--- src/rtl/mem_arbiter_pkg.sv ---
// Shared definitions for the core memory-port arbiter: grant encoding,
// FSM state type and the fixed byte-lane pattern used for instruction fetch.
package mem_arbiter_pkg;

    localparam logic       GRANT_INSTR   = 1'b0;
    localparam logic       GRANT_DATA    = 1'b1;
    localparam logic [1:0] INSTR_BYTESEL = 2'b11;

    typedef enum logic {
        IDLE  = 1'b0,
        GRANT = 1'b1
    } state_t;

endpackage

--- src/rtl/rr_arbiter_2.sv ---
// Two-requester round-robin pick. On contention the requester that did not
// win last time is chosen; a lone requester always wins.
module rr_arbiter_2
    import mem_arbiter_pkg::*;
(
    input  logic req_instr,
    input  logic req_data,
    input  logic last_grant,
    output logic any_req,
    output logic grant
);

    // Combinational pick from the current request pair and the previous winner
    always_comb begin
        any_req = req_instr | req_data;
        if (req_instr && req_data) begin
            grant = ~last_grant;
        end else if (req_data) begin
            grant = GRANT_DATA;
        end else begin
            grant = GRANT_INSTR;
        end
    end

endmodule

--- src/rtl/mem_arbiter.sv ---
// Arbitrates the core's instruction-fetch and data load/store initiator
// ports onto one shared memory bus, returning acks to the granted port.
module mem_arbiter
    import mem_arbiter_pkg::*;
#(
    parameter int ADDR_WIDTH = 19,
    parameter int DATA_WIDTH = 16
) (
    input  logic                  clk,
    input  logic                  reset,
    input  logic [ADDR_WIDTH-1:0] instr_m_addr,
    input  logic                  instr_m_access,
    output logic                  instr_m_ack,
    output logic [DATA_WIDTH-1:0] instr_m_data_in,
    input  logic [ADDR_WIDTH-1:0] data_m_addr,
    input  logic [DATA_WIDTH-1:0] data_m_data_out,
    output logic [DATA_WIDTH-1:0] data_m_data_in,
    input  logic                  data_m_access,
    output logic                  data_m_ack,
    input  logic                  data_m_wr_en,
    input  logic [1:0]            data_m_bytesel,
    output logic [ADDR_WIDTH-1:0] q_m_addr,
    output logic [DATA_WIDTH-1:0] q_m_data_out,
    input  logic [DATA_WIDTH-1:0] q_m_data_in,
    output logic                  q_m_access,
    input  logic                  q_m_ack,
    output logic                  q_m_wr_en,
    output logic [1:0]            q_m_bytesel,
    output logic                  q_m_grant_data
);

    state_t state;
    state_t state_next;
    logic   last_grant;
    logic   any_req;
    logic   pick;
    logic   grant_edge;
    logic   done_edge;

    rr_arbiter_2 u_rr (
        .req_instr  (instr_m_access),
        .req_data   (data_m_access),
        .last_grant (last_grant),
        .any_req    (any_req),
        .grant      (pick)
    );

    assign grant_edge = (state == IDLE) && any_req;
    assign done_edge  = (state == GRANT) && q_m_ack;

    // State register
    always_ff @(posedge clk) begin
        if (reset) begin
            state <= IDLE;
        end else begin
            state <= state_next;
        end
    end

    // Next-state: leave IDLE on any request, return on memory completion
    always_comb begin
        state_next = state;
        case (state)
            IDLE:    if (any_req) state_next = GRANT;
            GRANT:   if (q_m_ack) state_next = IDLE;
            default: state_next = IDLE;
        endcase
    end

    // Shared-bus request fields captured at grant, plus round-robin history
    always_ff @(posedge clk) begin
        if (reset) begin
            q_m_addr       <= '0;
            q_m_data_out   <= '0;
            q_m_wr_en      <= 1'b0;
            q_m_bytesel    <= '0;
            q_m_grant_data <= GRANT_INSTR;
            last_grant     <= GRANT_INSTR;
        end else begin
            if (grant_edge) begin
                q_m_grant_data <= pick;
                if (pick == GRANT_DATA) begin
                    q_m_addr     <= data_m_addr;
                    q_m_data_out <= data_m_data_out;
                    q_m_wr_en    <= data_m_wr_en;
                    q_m_bytesel  <= data_m_bytesel;
                end else begin
                    q_m_addr     <= instr_m_addr;
                    q_m_data_out <= '0;
                    q_m_wr_en    <= 1'b0;
                    q_m_bytesel  <= INSTR_BYTESEL;
                end
            end
            if (done_edge) begin
                last_grant <= q_m_grant_data;
            end
        end
    end

    // Outputs: bus request follows GRANT; completion is passed through to the granted port only
    always_comb begin
        q_m_access      = (state == GRANT);
        instr_m_ack     = done_edge && (q_m_grant_data == GRANT_INSTR);
        data_m_ack      = done_edge && (q_m_grant_data == GRANT_DATA);
        instr_m_data_in = q_m_data_in;
        data_m_data_in  = q_m_data_in;
    end

endmodule
--- config.mk ---
export PLATFORM = sky130hd
export DESIGN_NAME = mem_arbiter
export DESIGN_NICKNAME = d
export VERILOG_FILES = /design/src/rtl/mem_arbiter_pkg.sv /design/src/rtl/rr_arbiter_2.sv /design/src/rtl/mem_arbiter.sv
export SDC_FILE = /design/constraint.sdc
export NUM_CORES = 1
export LEC_CHECK = 0
export BUFFER_PORTS_ARGS = -buffer_cell sky130_fd_sc_hd__buf_2
export CORE_MARGIN = 4
export CORE_UTILIZATION = 36
export DETAILED_ROUTE_END_ITERATION = 12
export GPL_TIMING_DRIVEN = 0
export PLACE_DENSITY = 0.77
export RECOVER_POWER = 100
export SLEW_MARGIN = 25
export SYNTH_ARGS = -nofsm -noshare
export SYNTH_HDL_FRONTEND = slang
export SYNTH_SLANG_ARGS = --single-unit
--- constraint.sdc ---
create_clock -name clk -period 1.35 [get_ports clk]
set_clock_uncertainty 0.15 [all_clocks]
set_input_delay 0.135 -clock clk [delete_from_list [all_inputs] [get_ports clk]]
set_output_delay 0.135 -clock clk [all_outputs]
set_load 0.005 [all_outputs]
# ---- After elaboration in Yosys (flattened, before gate mapping)
# Index checks and enable logic that the tools add are counted.
dict set report word_totals {
  register_bits 41
  in_bits 78
  out_inout_bits 74
  elab_cells 25
}
dict set report op_classes {
  n_mux 9
  n_bitwise 4
  n_reduce_logical 5
}
# cell count
set op_table {}
lappend op_table {{$mux 19} 1}
lappend op_table {{$mux 16} 1}
lappend op_table {{$logic_and 1x1->1} 5}
lappend op_table {{$mux 1} 5}
lappend op_table {{$not 1->1} 3}
lappend op_table {{$mux 2} 1}
lappend op_table {{$pmux 1 s2} 1}
lappend op_table {{$or 1x1->1} 1}

# ---- Longest topological paths before layout
# Gate-level depths: netlist (run 1).
dict set report depth {
  word_depth 3
  depth_mapped 6
  mapped_depth_nobuf 3
}

# ---- Hierarchy
# Synthesis (run 1) repeated with hierarchy kept, for this count alone.
dict set report unflattened {
  hier_cells 219
  area_unflattened_um2 1968.1
}
# module n_inst cells_each area_each_um2 seq_area_each_um2
set by_module_without_submodules {}
lappend by_module_without_submodules {mem_arbiter 1 217 1954.4 820.8}
lappend by_module_without_submodules {rr_arbiter_2 1 2 13.8 0.0}

# ---- Least setup slack after synthesis (run 1)
# OpenSTA, ideal clock, no wires.
dict set report synth_path {
  path_type {register -> register}
  from {register state, in the netlist q_m_access}
  to {register q_m_data_out[10]}
  setup_ns 0.117
  arrival_ns 1.150
  required_ns 1.083
  setup_slack_ns -0.066
  path_stages_with_launch 7
  n_path_buf 3
  period_less_slack_ns 1.416
  path_cell_list {dfxtp_1 > buf_6 > o21ba_1 > buf_6 > nor2_4 > buf_4 > a22o_1}
}
dict set report synth_between {
  elab_chain_len 2
}
# element line
set synth_lines {}
lappend synth_lines {{start: declaration} mem_arbiter.sv:32} ;# state_t state;
lappend synth_lines {{start signal: assignment} mem_arbiter.sv:56} ;# state <= state_next;
lappend synth_lines {{$not 1->1} mem_arbiter.sv:48} ;# assign grant_edge = (state == IDLE) && any_req;
lappend synth_lines {{$logic_and 1x1->1} mem_arbiter.sv:48}
lappend synth_lines {{end signal: assignment} mem_arbiter.sv:84} ;# q_m_data_out <= data_m_data_out;
lappend synth_lines {{end: declaration} mem_arbiter.sv:23} ;# output logic [DATA_WIDTH-1:0] q_m_data_out,
# No other way between the ends.
# A chain may end at the register's enable or synchronous reset.

# ---- Final worst setup path (run 1)
dict set report layout_path {
  from {register state, in the netlist q_m_access}
  to {register q_m_addr[13]}
}
dict set report layout_between {
  elab_chain_len 2
}
# element line
set layout_lines {}
lappend layout_lines {{$not 1->1} mem_arbiter.sv:48}
lappend layout_lines {{$logic_and 1x1->1} mem_arbiter.sv:48}
lappend layout_lines {{end signal: assignment} mem_arbiter.sv:83} ;# q_m_addr <= data_m_addr;
lappend layout_lines {{end signal: assignment} mem_arbiter.sv:88} ;# q_m_addr <= instr_m_addr;
lappend layout_lines {{end: declaration} mem_arbiter.sv:22} ;# output logic [ADDR_WIDTH-1:0] q_m_addr,
# No other way between the ends.

==> impl_metrics.env, run 1 <==
export IMPL_wl_per_cell_um=14.4
export IMPL_die_width_um=81.8
export IMPL_worst_pin_slew_ns=0.714
export IMPL_min_to="q_m_addr[2]$_SDFFE_PP0P_"
export IMPL_violations="setup timing"
export IMPL_drt_pass1_iterations=4
export IMPL_stdcell_area_um2=3560
export IMPL_crit_buf_inv=2
export IMPL_arrival_ns=1.47
export IMPL_chipHeight_um=81.8
export IMPL_synthCells=199
export IMPL_drv_cap=0
export IMPL_ios=152
export IMPL_clock_latency_ns=0.29
export IMPL_portBuffers=134
export IMPL_clockRootBuffer="clkbuf_8"
export IMPL_diodes=0
export IMPL_ys_seq_elements=41
export IMPL_ir_worst_vdd_mv=0.348
export IMPL_grt_use_met1=0.219
export IMPL_synth_cell_types=22
export IMPL_hold_violations=0
export IMPL_whs_path_depth=3
export IMPL_overflow=0
export IMPL_synthTopCellsByArea="dfxtp_1 42%, a311oi_2 15%, buf_4 14%"
export IMPL_cts_tree="built"
export IMPL_initial_core_util=0.377
export IMPL_power_density_nw_per_um2=846
export IMPL_share_comb_of_total_power=0.311
export IMPL_post_synth_top_area_cell="dfxtp_1"
export IMPL_dpl_instance_area_um2=2730
export IMPL_timing_rr_end="q_m_addr[13]$_SDFFE_PP0P_"
export IMPL_std_cell_rows=26
export IMPL_ant_nets=0
export IMPL_worstSetupStartpoint="q_m_access$_SDFF_PP0_"
export IMPL_fill_cells=412
export IMPL_yosysWarnings=0
export IMPL_path_delay_family="compound AO/OA/AOI/OAI gates"
export IMPL_worstSetupPathType="register to register"
export IMPL_clockBufferDepth=2
export IMPL_worstSetupEndpointType="register"
export IMPL_synth_nets=277
export IMPL_cts_buffers=5
export IMPL_critical_path_slowest_cell="dfxtp_4"
export IMPL_num_nets_final=485
export IMPL_p_sw_mw=0.810
export IMPL_post_route_period_util=1.06
export IMPL_fin_tns_setup_ns=-1.34
export IMPL_synthToLayoutAreaGrowth_pct=81.7
export IMPL_use_met2=0.364
export IMPL_max_stage_delay_ns=0.34
export IMPL_synth_seq_area_share=0.419
export IMPL_grt_pass1_wl_um=10300
export IMPL_busiest_layer="met2"
export IMPL_reg2reg_depth=5
export IMPL_use_met3=0.0735
export IMPL_post_route_util=0.684
export IMPL_place_congestion=0.710
export IMPL_num_vias=2185
export IMPL_cts_max_level=2
export IMPL_hold_start="data_m_addr[2]"
export IMPL_outcome="finished with violations"
export IMPL_yosysTopAreaCellShare=0.419
export IMPL_drv_slew=0
export IMPL_grt_max_degree=12
export IMPL_maxSlewHeadroom=0.524
export IMPL_setup_viol=28
export IMPL_dieArea_um2=6690
export IMPL_cts_sinks=41
export IMPL_drt_iter0_drc=69
export IMPL_switching_share=0.269
export IMPL_syn_area_per_cell_um2=9.85
export IMPL_wl_um=6870
export IMPL_grt_pass1_vias=2221
export IMPL_p_int_mw=2.20
export IMPL_hp_class="primary input to register"
export IMPL_timing_critical_path_required_ns=1.40
export IMPL_path_max_fanout=5
export IMPL_drcViolationCount=0
export IMPL_drive_gt1_frac=0.478
export IMPL_seqPwrFrac=0.452
export IMPL_max_freq_ghz=0.701
export IMPL_leakagePower_nw=1.65
export IMPL_cp_start_kind="register"
export IMPL_reg2reg_from="q_m_access$_SDFF_PP0_"
export IMPL_vias_per_cell=4.59
export IMPL_p_clk_frac=0.237
export IMPL_coreArea_um2=5200
export IMPL_rsz0062_at_grt="true"
export IMPL_syn_area_um2=1960
export IMPL_final_setup_worst_slack_ns=-0.0768
export IMPL_regToRegSetupSlack_ns=-0.08
export IMPL_hpwlAfterDp_um=4360
export IMPL_fin_crit_ns=1.43
export IMPL_crit_chain="o21ba_4, buf_4, bufbuf_16, nor2_1, a311oi_2"
export IMPL_antenna_found_initial=0
export IMPL_cts_clk_slew_worst_paths_ns=0.07
export IMPL_grt_total_usage=0.201
-- worst max-delay path by stage --
| stage | endpoint | depth (start not counted) |
|---|---|---|
| finish | q_m_addr[13]$_SDFFE_PP0P_ | 5 |
| global placement | q_m_addr[15]$_SDFFE_PP0P_ | 4 |
| floorplan | q_m_data_out[10]$_SDFFE_PP0P_ | 6 |
| detailed placement | q_m_addr[17]$_SDFFE_PP0P_ | 4 |
| global route | q_m_addr[14]$_SDFFE_PP0P_ | 6 |
| CTS | q_m_addr[17]$_SDFFE_PP0P_ | 6 |
-- metrics by stage --
step / hold slack, ns / worst slack (ns) / instances / power [mW]
2_1_floorplan: 0.0770 / -0.0176 / 199 / 1.79
3_3_place_gp: 0.197 / -0.139 / 403 / 2.07
3_5_place_dp: 0.203 / -0.152 / 403 / 2.08
4_1_cts: 0.0135 / -0.0568 / 474 / 3.04
5_1_grt: 0.0154 / -0.110 / 476 / 3.18
6_report: 0.00983 / -0.0768 / 476 / 3.01
-- Yosys cell counts --
cell	number
o22a_1	1
o21ba_1	1
buf_6	5
nand2_1	39
nor2_4	1
nor2_1	24
dfxtp_1	41
buf_4	36
o32ai_1	2
a22o_1	17
a21oi_1	1
nor3_1	1
and3_1	1
a21bo_2	1
a311oi_2	19
a21boi_4	1
a211oi_1	1
clkbuf_1	1
buf_2	3
nor3_4	1
buf_1	1
inv_1	1
-- sequential cells by signal (all words and copies together), names as in the netlist --
name            flops
last_grant          1
q_m_addr           19
q_m_bytesel         2
q_m_access          1
q_m_wr_en           1
q_m_grant_data      1
q_m_data_out       16
-- timing repair --
item,in CTS,in global routing
setup buffers,8,4
pin swaps,13,8
endpoints found under the setup margin,39,40
resized for setup,18,10
hold endpoints to repair,39,0
gates cloned,2,0
hold buffers,57,0
-- placed cells by master (no fill, tap or decap), types with 2 or more instances in the layout --
cell type and instances:
clkbuf_1 36, nor2_2 6, nor2_4 2, buf_6 10
nor2_1 17, buf_4 14, buf_12 3, dfxtp_1 39
clkbuf_4 23, nand2_1 39, a311oi_2 19, buf_8 2
dlygate4sd3_1 57, clkbuf_8 5, a22o_1 17, buf_2 100
-- area by class of cell --
class                   count  area [um^2]  share of cell area
plain buffers              43          350              0.0983
clock buffers               5         68.8              0.0193
inverters                   1         3.75             0.00105
repair buffers            204         1370               0.385
clock inverters             1         5.00             0.00140
well taps                  70         87.6              0.0246
multi-input cells         111          848               0.238
flip-flops and latches     41          826               0.232
-- per-layer routing --
layer  up-vias  wire (um)
li1       1075          -
met1       989       2740
met2       113       3380
met3         8        683
met4         0         78
met5         -          0
-- logic make-up (layout without fill, tap and decap cells) --
family,Yosys count,after routing,synth area share
buffers and inverters,47,254,0.180
DFF,41,41,0.419
and+or+nand+nor,67,67,0.140
AOI/OAI and AO/OA,44,44,0.261
-- tightest hold or removal path: stages --
cell,delay [ns]
buf_2,0.10
nand2_1,0.07
a311oi_2,0.09
-- power by group through the flow --
stage	Clock [mW]	Sequential [mW]	Combinational, mW
after floorplan	0	1.39	0.397
after global placement	0	1.38	0.691
after detailed placement	0	1.38	0.699
after CTS	0.742	1.36	0.939
after global routing	0.796	1.37	1.01
final	0.714	1.36	0.936
No activity file was read; power rests on OpenSTA's default activity.
==> inputs of run 2 (changes only) <==
Settings changed: CORE_ASPECT_RATIO from default to 2.
==> run 2 against run 1 <==
Compared with the run above:
- the run still ends with setup timing left
- power is 4.5% higher
- register-to-register slack better by 0.04 ns
- combinational power grew 2.6%
- maximum frequency grew 3.0%
- routed wire length is 9.6% higher
- non-clock buffer count is 2 higher
- critical path depth is the same
- clock-buffer cell count up 2
- sequential power about the same
- highest routed layer unchanged
==> impl_metrics.env, run 2 (synthesis gave the netlist of run 1 again) <==
export IMPL_path_delay_family="compound AO/OA/AOI/OAI gates"
export IMPL_grt_pass1_wl_um=11700
export IMPL_drv_cap=0
export IMPL_p_clk_frac=0.259
export IMPL_worstSetupEndpointType="register"
export IMPL_wl_um=7530
export IMPL_dieArea_um2=6760
export IMPL_grt_max_degree=12
export IMPL_drt_pass1_iterations=4
export IMPL_coreArea_um2=5230
export IMPL_largest_register_ff_count=19
export IMPL_use_met2=0.424
export IMPL_busiest_layer="met2"
export IMPL_die_width_um=60.2
export IMPL_max_stage_delay_ns=0.36
export IMPL_p_sw_mw=0.878
export IMPL_grt_pass1_vias=2520
export IMPL_use_met3=0.0483
export IMPL_layout_common_cells="93 x buf_2, 58 x dlygate4sd3_1, 41 x clkbuf_1, 39 x dfxtp_1, 38 x nand2_1"
export IMPL_rsz0062_at_grt="true"
export IMPL_antenna_found_initial=0
export IMPL_setup_viol=17
export IMPL_dp_slack_ns=-0.148
export IMPL_leakagePower_nw=1.65
export IMPL_power_density_nw_per_um2=875
export IMPL_worst_pin_slew_ns=0.739
export IMPL_regMostFlops="q_m_addr"
export IMPL_std_cell_rows=37
export IMPL_synthToLayoutAreaGrowth_pct=83.5
export IMPL_drcViolationCount=0
export IMPL_hold_violations=0
export IMPL_post_route_period_util=1.03
export IMPL_overflow=0
export IMPL_multi_input_area_um2=880
export IMPL_num_vias=2274
export IMPL_drt_iter0_drc=85
export IMPL_initial_core_util=0.375
export IMPL_vias_per_cell=4.86
export IMPL_crit_cells=5
export IMPL_switching_share=0.279
export IMPL_timing_critical_path_required_ns=1.40
export IMPL_critical_path_slowest_cell="dfxtp_4"
export IMPL_reg2reg_depth=5
export IMPL_seq_area_um2=826
export IMPL_drv_slew=0
export IMPL_seqPwrFrac=0.436
export IMPL_ios=152
export IMPL_clockBufferDepth=2
export IMPL_num_nets_final=487
export IMPL_chipHeight_um=112
export IMPL_fill_cells=408
export IMPL_crit_chain="o21ba_4, buf_12, buf_8, nor2_2, a311oi_2"
export IMPL_share_comb_of_total_power=0.305
export IMPL_arrival_ns=1.43
export IMPL_outcome="finished with violations"
export IMPL_max_freq_ghz=0.722
export IMPL_worstSetupPathType="register to register"
export IMPL_whs_path_depth=2
export IMPL_cts_sinks=41
export IMPL_crit_buf_inv=2
export IMPL_cts_clk_slew_worst_paths_ns=0.08
export IMPL_ant_nets=0
export IMPL_portBuffers=134
export IMPL_grt_total_usage=0.227
export IMPL_wl_per_cell_um=16.1
export IMPL_ir_worst_vdd_mv=0.884
export IMPL_place_congestion=0.734
export IMPL_cp_start_kind="register"
export IMPL_layout_commonest_cell="buf_2"
export IMPL_path_max_fanout=5
export IMPL_fin_tns_setup_ns=-0.167
export IMPL_violations="setup timing"
export IMPL_fin_crit_ns=1.39
export IMPL_reg_top3="q_m_addr x19, q_m_data_out x16, q_m_bytesel x2"
export IMPL_final_setup_worst_slack_ns=-0.0353
export IMPL_p_int_mw=2.27
export IMPL_maxSlewHeadroom=0.508
export IMPL_holdWs_ns=0.0445
export IMPL_clock_latency_ns=0.29
export IMPL_cts_tree="built"
export IMPL_hpwlAfterDp_um=4710
export IMPL_grt_use_met1=0.219
export IMPL_drive_gt1_frac=0.487
export IMPL_cts_max_level=2
export IMPL_clockRootBuffer="clkbuf_8"
export IMPL_hp_class="primary input to register"
export IMPL_power_mw=3.15
export IMPL_cts_buffers=5
[run 2: cell type report]
cell class | instances | area share
tap | 58 | 0.0202
inverter | 1 | 0.00104
timing repair buffer | 206 | 0.386
sequential | 41 | 0.229
buffer | 43 | 0.0942
clock buffer | 7 | 0.0240
multi-input combinational | 111 | 0.244
antenna | 1 | 0.000695
[run 2: power by group through the flow]
stage / logic (mW) / registers, mW / clock network [mW]
after floorplan: 0.397 / 1.39 / 0
final: 0.960 / 1.37 / 0.816
after global routing: 1.04 / 1.38 / 0.858
after CTS: 0.970 / 1.36 / 0.836
after global placement: 0.693 / 1.38 / 0
after detailed placement: 0.708 / 1.38 / 0
[run 2: through the flow]
step           cells   util  area [um^2]
5_1_grt          467  0.687         3600
6_report         468  0.688         3600
3_5_place_dp     391  0.519         2720
4_1_cts          469  0.693         3620
3_3_place_gp     391  0.519         2720
2_1_floorplan    199      -         1970
[run 2: final timing paths]
kind                                               startpoint                             to  slack, ns
worst min register to register  q_m_data_out[11]$_SDFFE_PP0P_  q_m_data_out[11]$_SDFFE_PP0P_       0.33
worst max register to register          q_m_access$_SDFF_PP0_      q_m_addr[12]$_SDFFE_PP0P_      -0.04
worst max-delay path                    q_m_access$_SDFF_PP0_      q_m_addr[12]$_SDFFE_PP0P_      -0.04
worst min-delay path                                    reset       q_m_addr[2]$_SDFFE_PP0P_       0.04
[run 2: worst reg2reg max path: cells and delay by family, from the launching register on]
family          cells  cell delay, ns
buf+inv             2            0.23
compound gates      2            0.51
simple gates        1            0.04
flops               1            0.36
[run 2: what timing repair did]
item | in CTS | in global routing
pin swaps | 18 | 8
hold buffers | 58 | 0
hold endpoints to repair | 39 | 0
cloned | 3 | 0
gates resized for setup | 25 | 18
setup endpoints to repair | 34 | 38
setup buffers | 12 | 0
[run 2: per-layer routing]
layer / vias to the layer above / wire [um] / part of all wire
met5: - / 0 / 0
met4: 0 / 189 / 0.025
met3: 14 / 528 / 0.070
met2: 120 / 4260 / 0.57
met1: 1056 / 2560 / 0.34
li1: 1084 / - / -
